--- src/rtl/cache_scan_fill.sv ---
// cache_scan_fill
// Scan-port fill/invalidate sequencer sitting in front of the cache controller
// scan port. It takes one whole-line request at a time over valid/ready and
// replays it as a fixed sequence of scan writes:
//   fill       : DAT0..DAT3 (data words), META (clear metadata), TAG, SETTLE, DONE
//   invalidate : INV (clear tags in all ways), SETTLE, DONE
// Every output is a flop. The output values for a cycle are decoded from
// the state being entered, so they line up with state_q.
//
// Ports
//   clk, reset          clock; asynchronous active-low reset
//   req_vld_i/req_rdy_o request handshake (ready only while idle / in DONE)
//   req_inv_i           0 = fill, 1 = invalidate
//   req_addr_i          line address, [8:2] set index, [31:9] tag
//   req_data_i          fill data, word i = [32*i +: 32]
//   req_wayb_i          active-low way enables for fill
//   done_o              one-cycle completion pulse
//   scan_*_o            cache scan port (enable and write enables active-low)
module cache_scan_fill #(
  parameter int SETTLE_CYCLES = 2
) (
  input  logic         clk,
  input  logic         reset,
  input  logic         req_vld_i,
  output logic         req_rdy_o,
  input  logic         req_inv_i,
  input  logic [31:0]  req_addr_i,
  input  logic [127:0] req_data_i,
  input  logic [3:0]   req_wayb_i,
  output logic         done_o,
  output logic         scan_enb_o,
  output logic [8:0]   scan_addr_o,
  output logic [31:0]  scan_data_o,
  output logic [3:0]   scan_web_tag_o,
  output logic [3:0]   scan_web_cache_o,
  output logic         scan_web_meta_o
);

  typedef enum logic [3:0] {
    S_IDLE, S_DAT0, S_DAT1, S_DAT2, S_DAT3, S_META, S_TAG, S_INV, S_SETTLE, S_DONE
  } state_e;

  localparam logic [3:0] SETTLE_M1 = 4'(SETTLE_CYCLES - 1);

  state_e         state_q, state_d;
  logic [3:0]     cnt_q, cnt_d;
  logic [6:0]     lidx_q, lidx_d;
  logic [22:0]    tag_q, tag_d;
  logic [127:0]   data_q, data_d;
  logic [3:0]     wayb_q, wayb_d;

  logic           rdy_q, rdy_d;
  logic           done_q, done_d;
  logic           enb_q, enb_d;
  logic [8:0]     addr_q, addr_d;
  logic [31:0]    sdata_q, sdata_d;
  logic [3:0]     wtag_q, wtag_d;
  logic [3:0]     wcache_q, wcache_d;
  logic           wmeta_q, wmeta_d;

  logic           accept;

  // Word-offset bits of the line address are not used by a whole-line op.
  logic           unused_addr_lsb;
  assign unused_addr_lsb = ^req_addr_i[1:0];

  // rdy_q is only ever set for IDLE/DONE, so it alone qualifies acceptance.
  assign accept = req_vld_i && rdy_q;

  always_comb begin
    state_d  = state_q;
    cnt_d    = cnt_q;
    lidx_d   = lidx_q;
    tag_d    = tag_q;
    data_d   = data_q;
    wayb_d   = wayb_q;

    case (state_q)
      S_IDLE, S_DONE: begin
        if (accept) begin
          lidx_d  = req_addr_i[8:2];
          tag_d   = req_addr_i[31:9];
          data_d  = req_data_i;
          wayb_d  = req_wayb_i;
          state_d = req_inv_i ? S_INV : S_DAT0;
        end else begin
          state_d = S_IDLE;
        end
      end
      S_DAT0:       state_d = S_DAT1;
      S_DAT1:       state_d = S_DAT2;
      S_DAT2:       state_d = S_DAT3;
      S_DAT3:       state_d = S_META;
      S_META:       state_d = S_TAG;
      S_TAG, S_INV: begin
        state_d = S_SETTLE;
        cnt_d   = SETTLE_M1;
      end
      S_SETTLE: begin
        if (cnt_q == 4'd0) state_d = S_DONE;
        else               cnt_d   = cnt_q - 4'd1;
      end
      default:      state_d = S_IDLE;
    endcase
  end

  // Output decode for the state being entered. The *_d capture values equal
  // the request inputs on the accepting edge, so DAT0/INV need no special case.
  always_comb begin
    enb_d    = 1'b1;
    addr_d   = 9'd0;
    sdata_d  = 32'd0;
    wtag_d   = 4'hF;
    wcache_d = 4'hF;
    wmeta_d  = 1'b1;
    done_d   = 1'b0;
    rdy_d    = 1'b0;

    case (state_d)
      S_DAT0: begin
        enb_d = 1'b0; addr_d = {lidx_d, 2'd0}; sdata_d = data_d[31:0];   wcache_d = wayb_d;
      end
      S_DAT1: begin
        enb_d = 1'b0; addr_d = {lidx_d, 2'd1}; sdata_d = data_d[63:32];  wcache_d = wayb_d;
      end
      S_DAT2: begin
        enb_d = 1'b0; addr_d = {lidx_d, 2'd2}; sdata_d = data_d[95:64];  wcache_d = wayb_d;
      end
      S_DAT3: begin
        enb_d = 1'b0; addr_d = {lidx_d, 2'd3}; sdata_d = data_d[127:96]; wcache_d = wayb_d;
      end
      S_META: begin
        enb_d = 1'b0; addr_d = {2'b00, lidx_d}; wmeta_d = 1'b0;
      end
      S_TAG: begin
        // Tag entry: valid bit on top, tag in the low bits.
        enb_d = 1'b0; addr_d = {2'b00, lidx_d}; sdata_d = {1'b1, 8'h00, tag_d}; wtag_d = wayb_d;
      end
      S_INV: begin
        enb_d = 1'b0; addr_d = {2'b00, lidx_d}; wtag_d = 4'h0;
      end
      S_DONE: begin
        done_d = 1'b1; rdy_d = 1'b1;
      end
      S_IDLE:  rdy_d = 1'b1;
      default: ;
    endcase
  end

  always_ff @(posedge clk or negedge reset) begin
    if (!reset) begin
      state_q  <= S_IDLE;
      cnt_q    <= 4'd0;
      lidx_q   <= 7'd0;
      tag_q    <= 23'd0;
      data_q   <= 128'd0;
      wayb_q   <= 4'hF;
      rdy_q    <= 1'b0;
      done_q   <= 1'b0;
      enb_q    <= 1'b1;
      addr_q   <= 9'd0;
      sdata_q  <= 32'd0;
      wtag_q   <= 4'hF;
      wcache_q <= 4'hF;
      wmeta_q  <= 1'b1;
    end else begin
      state_q  <= state_d;
      cnt_q    <= cnt_d;
      lidx_q   <= lidx_d;
      tag_q    <= tag_d;
      data_q   <= data_d;
      wayb_q   <= wayb_d;
      rdy_q    <= rdy_d;
      done_q   <= done_d;
      enb_q    <= enb_d;
      addr_q   <= addr_d;
      sdata_q  <= sdata_d;
      wtag_q   <= wtag_d;
      wcache_q <= wcache_d;
      wmeta_q  <= wmeta_d;
    end
  end

  assign req_rdy_o        = rdy_q;
  assign done_o           = done_q;
  assign scan_enb_o       = enb_q;
  assign scan_addr_o      = addr_q;
  assign scan_data_o      = sdata_q;
  assign scan_web_tag_o   = wtag_q;
  assign scan_web_cache_o = wcache_q;
  assign scan_web_meta_o  = wmeta_q;

endmodule

--- config.mk ---
export PLATFORM = sky130hd
export DESIGN_NAME = cache_scan_fill
export DESIGN_NICKNAME = d
export VERILOG_FILES = /design/src/rtl/cache_scan_fill.sv
export SDC_FILE = /design/constraint.sdc
export NUM_CORES = 1
export LEC_CHECK = 0
export BUFFER_PORTS_ARGS = -buffer_cell sky130_fd_sc_hd__buf_2
export CAP_MARGIN = 5
export CORE_UTILIZATION = 52
export DETAILED_ROUTE_END_ITERATION = 16
export MAX_ROUTING_LAYER = met4
export PLACE_DENSITY = 0.91
export SYNTH_ARGS = -nofsm -noshare
export SYNTH_HDL_FRONTEND = slang
export SYNTH_SLANG_ARGS = --single-unit
--- constraint.sdc ---
create_clock -name clk -period 3.1 [get_ports clk]
set_clock_uncertainty 0.15 [all_clocks]
set_input_delay 0.31 -clock clk [delete_from_list [all_inputs] [get_ports clk]]
set_output_delay 0.31 -clock clk [all_outputs]
set_load 0.05 [all_outputs]
==> impl_metrics.env <==
export IMPL_p_sw_share_pct=39.3
export IMPL_numCtsBuffers=17
export IMPL_synth_compound_area_share_pct=9.94
export IMPL_synth_area_top_cells="dfrtp_1 56%, nand2_1 13%, dfstp_2 4.6%"
export IMPL_pre_cts_ws_ns=0.581
export IMPL_p_comb_share_pct=39.8
export IMPL_fin_ws_ns=0.510
export IMPL_max_freq_mhz=386
export IMPL_p_total_mw=10.5
export IMPL_cts_tree="done"
export IMPL_crit_family="simple AND/OR/NAND/NOR gates"
export IMPL_hp_start="req_addr_i[2]"
export IMPL_insertion_delay_ns=0.43
export IMPL_clkSinkCount=191
export IMPL_synth_top_cells_by_count="270 x nand2_1, 177 x dfrtp_1, 32 x a221o_1, 32 x clkbuf_1, 31 x mux2i_1"
export IMPL_muxShareOfSynthArea_pct=9.85
export IMPL_synth_seq_cells=191
export IMPL_crit_cells=4
export IMPL_core_um2=14800
export IMPL_synth_top_area_share_pct=55.7
export IMPL_ios=221
export IMPL_status="finished with violations"
export IMPL_ant_nets=0
export IMPL_synth_most_common_cell="nand2_1"
export IMPL_post_synth_num_cell_types=41
export IMPL_cts_setup_buffers=0
export IMPL_cp_cell_sequence="or4_4 > buf_12 > mux2_4 > a221o_1"
export IMPL_area_growth_pct=40.6
export IMPL_hold_class="in2reg"
export IMPL_cts_resized=0
export IMPL_startpoint="state_q[1]"
export IMPL_finalSetupTns_ns=0
export IMPL_syn_num_nets=901
export IMPL_synthCells=731
export IMPL_gr_total_overflow=0
export IMPL_clk_path_buf_depth=2
export IMPL_fill_cells=917
export IMPL_portBuffers=218
export IMPL_critPathSlowestCell="or4_4"
export IMPL_final_cells=1270
export IMPL_vias=7085
export IMPL_sequentialPowerShare_pct=38.9
export IMPL_die_area_um2=15800
export IMPL_hpwl_um=12900
export IMPL_hold_viol=0
export IMPL_relSlewSlack_pct=32.7
export IMPL_r2r_cells=4
export IMPL_max_vdd_ir_drop_mv=0.514
export IMPL_synth_xor_area_share_pct=0.330
export IMPL_max_stage_delay_ns=0.75
export IMPL_clk_pin_slew_ns=0.07
export IMPL_wl_per_cell_um=19.5
export IMPL_die_h_um=126
export IMPL_wirelength_um=24800
export IMPL_crit_buf_inv=1
export IMPL_syn_area_um2=7950
export IMPL_gp_congestion=0.837
export IMPL_crit_type="reg2reg"
export IMPL_first_pass_iters=14
export IMPL_powerDensity_nw_per_um2=940
export IMPL_synth_ff_type="dfrtp_1"
export IMPL_leakage_nw=5.86
export IMPL_rsz0062_at_grt="false"
export IMPL_htreeDepth=4
export IMPL_p_int_mw=6.38
export IMPL_post_route_util_pct=75.8
export IMPL_syn_area_per_cell_um2=10.9
export IMPL_fin_area_um2=11200
export IMPL_dieWidth_um=126
export IMPL_grt_util_all_layers_pct=33.6
export IMPL_grt_pass1_wl_um=38900
export IMPL_min_period_over_period_pct=83.5
export IMPL_clock_root_buffer="clkbuf_16"
export IMPL_synth_adder_area_share_pct=0.315
export IMPL_power_net_switching_mw=4.13
export IMPL_violations="design-rule violations"
export IMPL_worst_path_max_fanout=63
export IMPL_start_kind="register"
export IMPL_grt_pass1_vias=7612
export IMPL_antenna_found_initial=3
export IMPL_synth_top_family_by_area="simple AND/OR/NAND/NOR gates"
export IMPL_hold_slack_ns=0.0421
export IMPL_nets=1240
export IMPL_cp_arrival_ns=2.74
export IMPL_cap_violations=0
export IMPL_vias_per_cell=5.58
export IMPL_drtIter0Drc=629
export IMPL_tightest_slew_ns=1.01
export IMPL_start_util_pct=53.9
export IMPL_setup_violations=0
export IMPL_crit_required_ns=3.25
export IMPL_clkPwrFrac_pct=21.3
export IMPL_min_period_ns=2.59
export IMPL_synth_edf_count=0
export IMPL_grt_start_max_net_pins=80
export IMPL_rows=44
export IMPL_maxSlewViolCount=0
export IMPL_synth_simple_area_share_pct=15.8
export IMPL_placed_cells=1104
export IMPL_yosys_warnings=0
export IMPL_drive_above_1_share_pct=30.3
export IMPL_placed_cell_area_um2=9260
export IMPL_reg2reg_from="state_q[1]"
export IMPL_worst_setup_path_end_kind="register"
export IMPL_yosysTopAreaCell="dfrtp_1"
export IMPL_hold_depth=3
export IMPL_drc=11
export IMPL_yosysSeqAreaShare_pct=60.3
export IMPL_synth_async_reset_ratio_pct=100
power by group through the flow:
stage / registers [mW] / logic (mW) / clock network (mW)
floorplan: 4.63 / 2.27 / 0
global placement: 4.01 / 3.77 / 0
detailed placement: 4.08 / 3.89 / 0
CTS: 4.04 / 4.05 / 2.26
global route: 4.18 / 4.51 / 2.38
finish: 4.08 / 4.19 / 2.24
metal layers:
| metal | GRT usage (%) | vias up | routed length [µm] |
|---|---|---|---|
| met2 | 57.8 | 378 | 12900 |
| met4 | 19.4 | 0 | 1270 |
| met3 | 6.63 | 114 | 1500 |
| met1 | 36.3 | 3449 | 9110 |
| li1 | - | 3144 | - |
| met5 | - | - | 0 |
what timing repair did:
action	in CTS	in global routing
endpoints found under the hold margin	201	0
setup endpoints to repair	0	0
hold buffers	131	0
flip-flops by register name, indices dropped and copies added (netlist names):
signal / flops
wayb_q: 4
scan_enb_o: 1
scan_web_tag_o: 4
done_o: 1
scan_web_cache_o: 4
lidx_q: 7
scan_addr_o: 9
req_rdy_o: 1
scan_web_meta_o: 1
scan_data_o: 32
cnt_q: 4
state_q: 4
data_q: 96
tag_q: 23
layout by cell type, fill, tap and decap left out, drive strengths merged, types with 3 or more instances in the layout:
| cell type | instances |
|---|---|
| nand2 | 270 |
| buf | 236 |
| dfrtp | 177 |
| dlygate4sd3 | 131 |
| mux2 | 35 |
| a221o | 32 |
| mux2i | 31 |
| inv | 22 |
| o2bb2ai | 18 |
| clkbuf | 18 |
| nor2 | 17 |
| dfstp | 14 |
| a21o | 9 |
| a32o | 8 |
| o22ai | 7 |
| a21oi | 6 |
| o21ai | 6 |
| nand3 | 5 |
| diode | 3 |
| xor2 | 3 |
| a211oi | 3 |
| nand2b | 3 |
| nor3 | 3 |
final timing paths:
check / endpoint / slack [ns]
max in group asynchronous: data_q[105] / 1.61
min in group asynchronous: scan_addr_o[8] / 0.31
max: scan_data_o[4] / 0.51
min: lidx_q[0] / 0.04
max reg2reg: scan_data_o[4] / 0.51
min reg2reg: data_q[98] / 0.33
worst min-delay path, cell delays in order:
cell and delay [ns]:
buf_2 0.08, mux2i_1 0.11, inv_1 0.08
cell families after synthesis:
kind of cell,count (synthesis)
simple gates,314
flops,191
compound gates,94
mux,66
buf+inv,61
xor+xnor,3
fa+ha+maj,2
layout make-up:
| cell class | instances | area (µm²) | share of cell area (%) |
|---|---|---|---|
| clock inverter | 15 | 175 | 1.57 |
| tap | 184 | 230 | 2.06 |
| clock buffer | 17 | 425 | 3.81 |
| inverter | 13 | 48.8 | 0.437 |
| timing repair buffer | 368 | 2590 | 23.2 |
| sequential | 191 | 4800 | 42.9 |
| multi-input combinational | 479 | 2900 | 26.0 |
| antenna | 3 | 7.51 | 0.0672 |
Power figures use the tool's default switching activity.
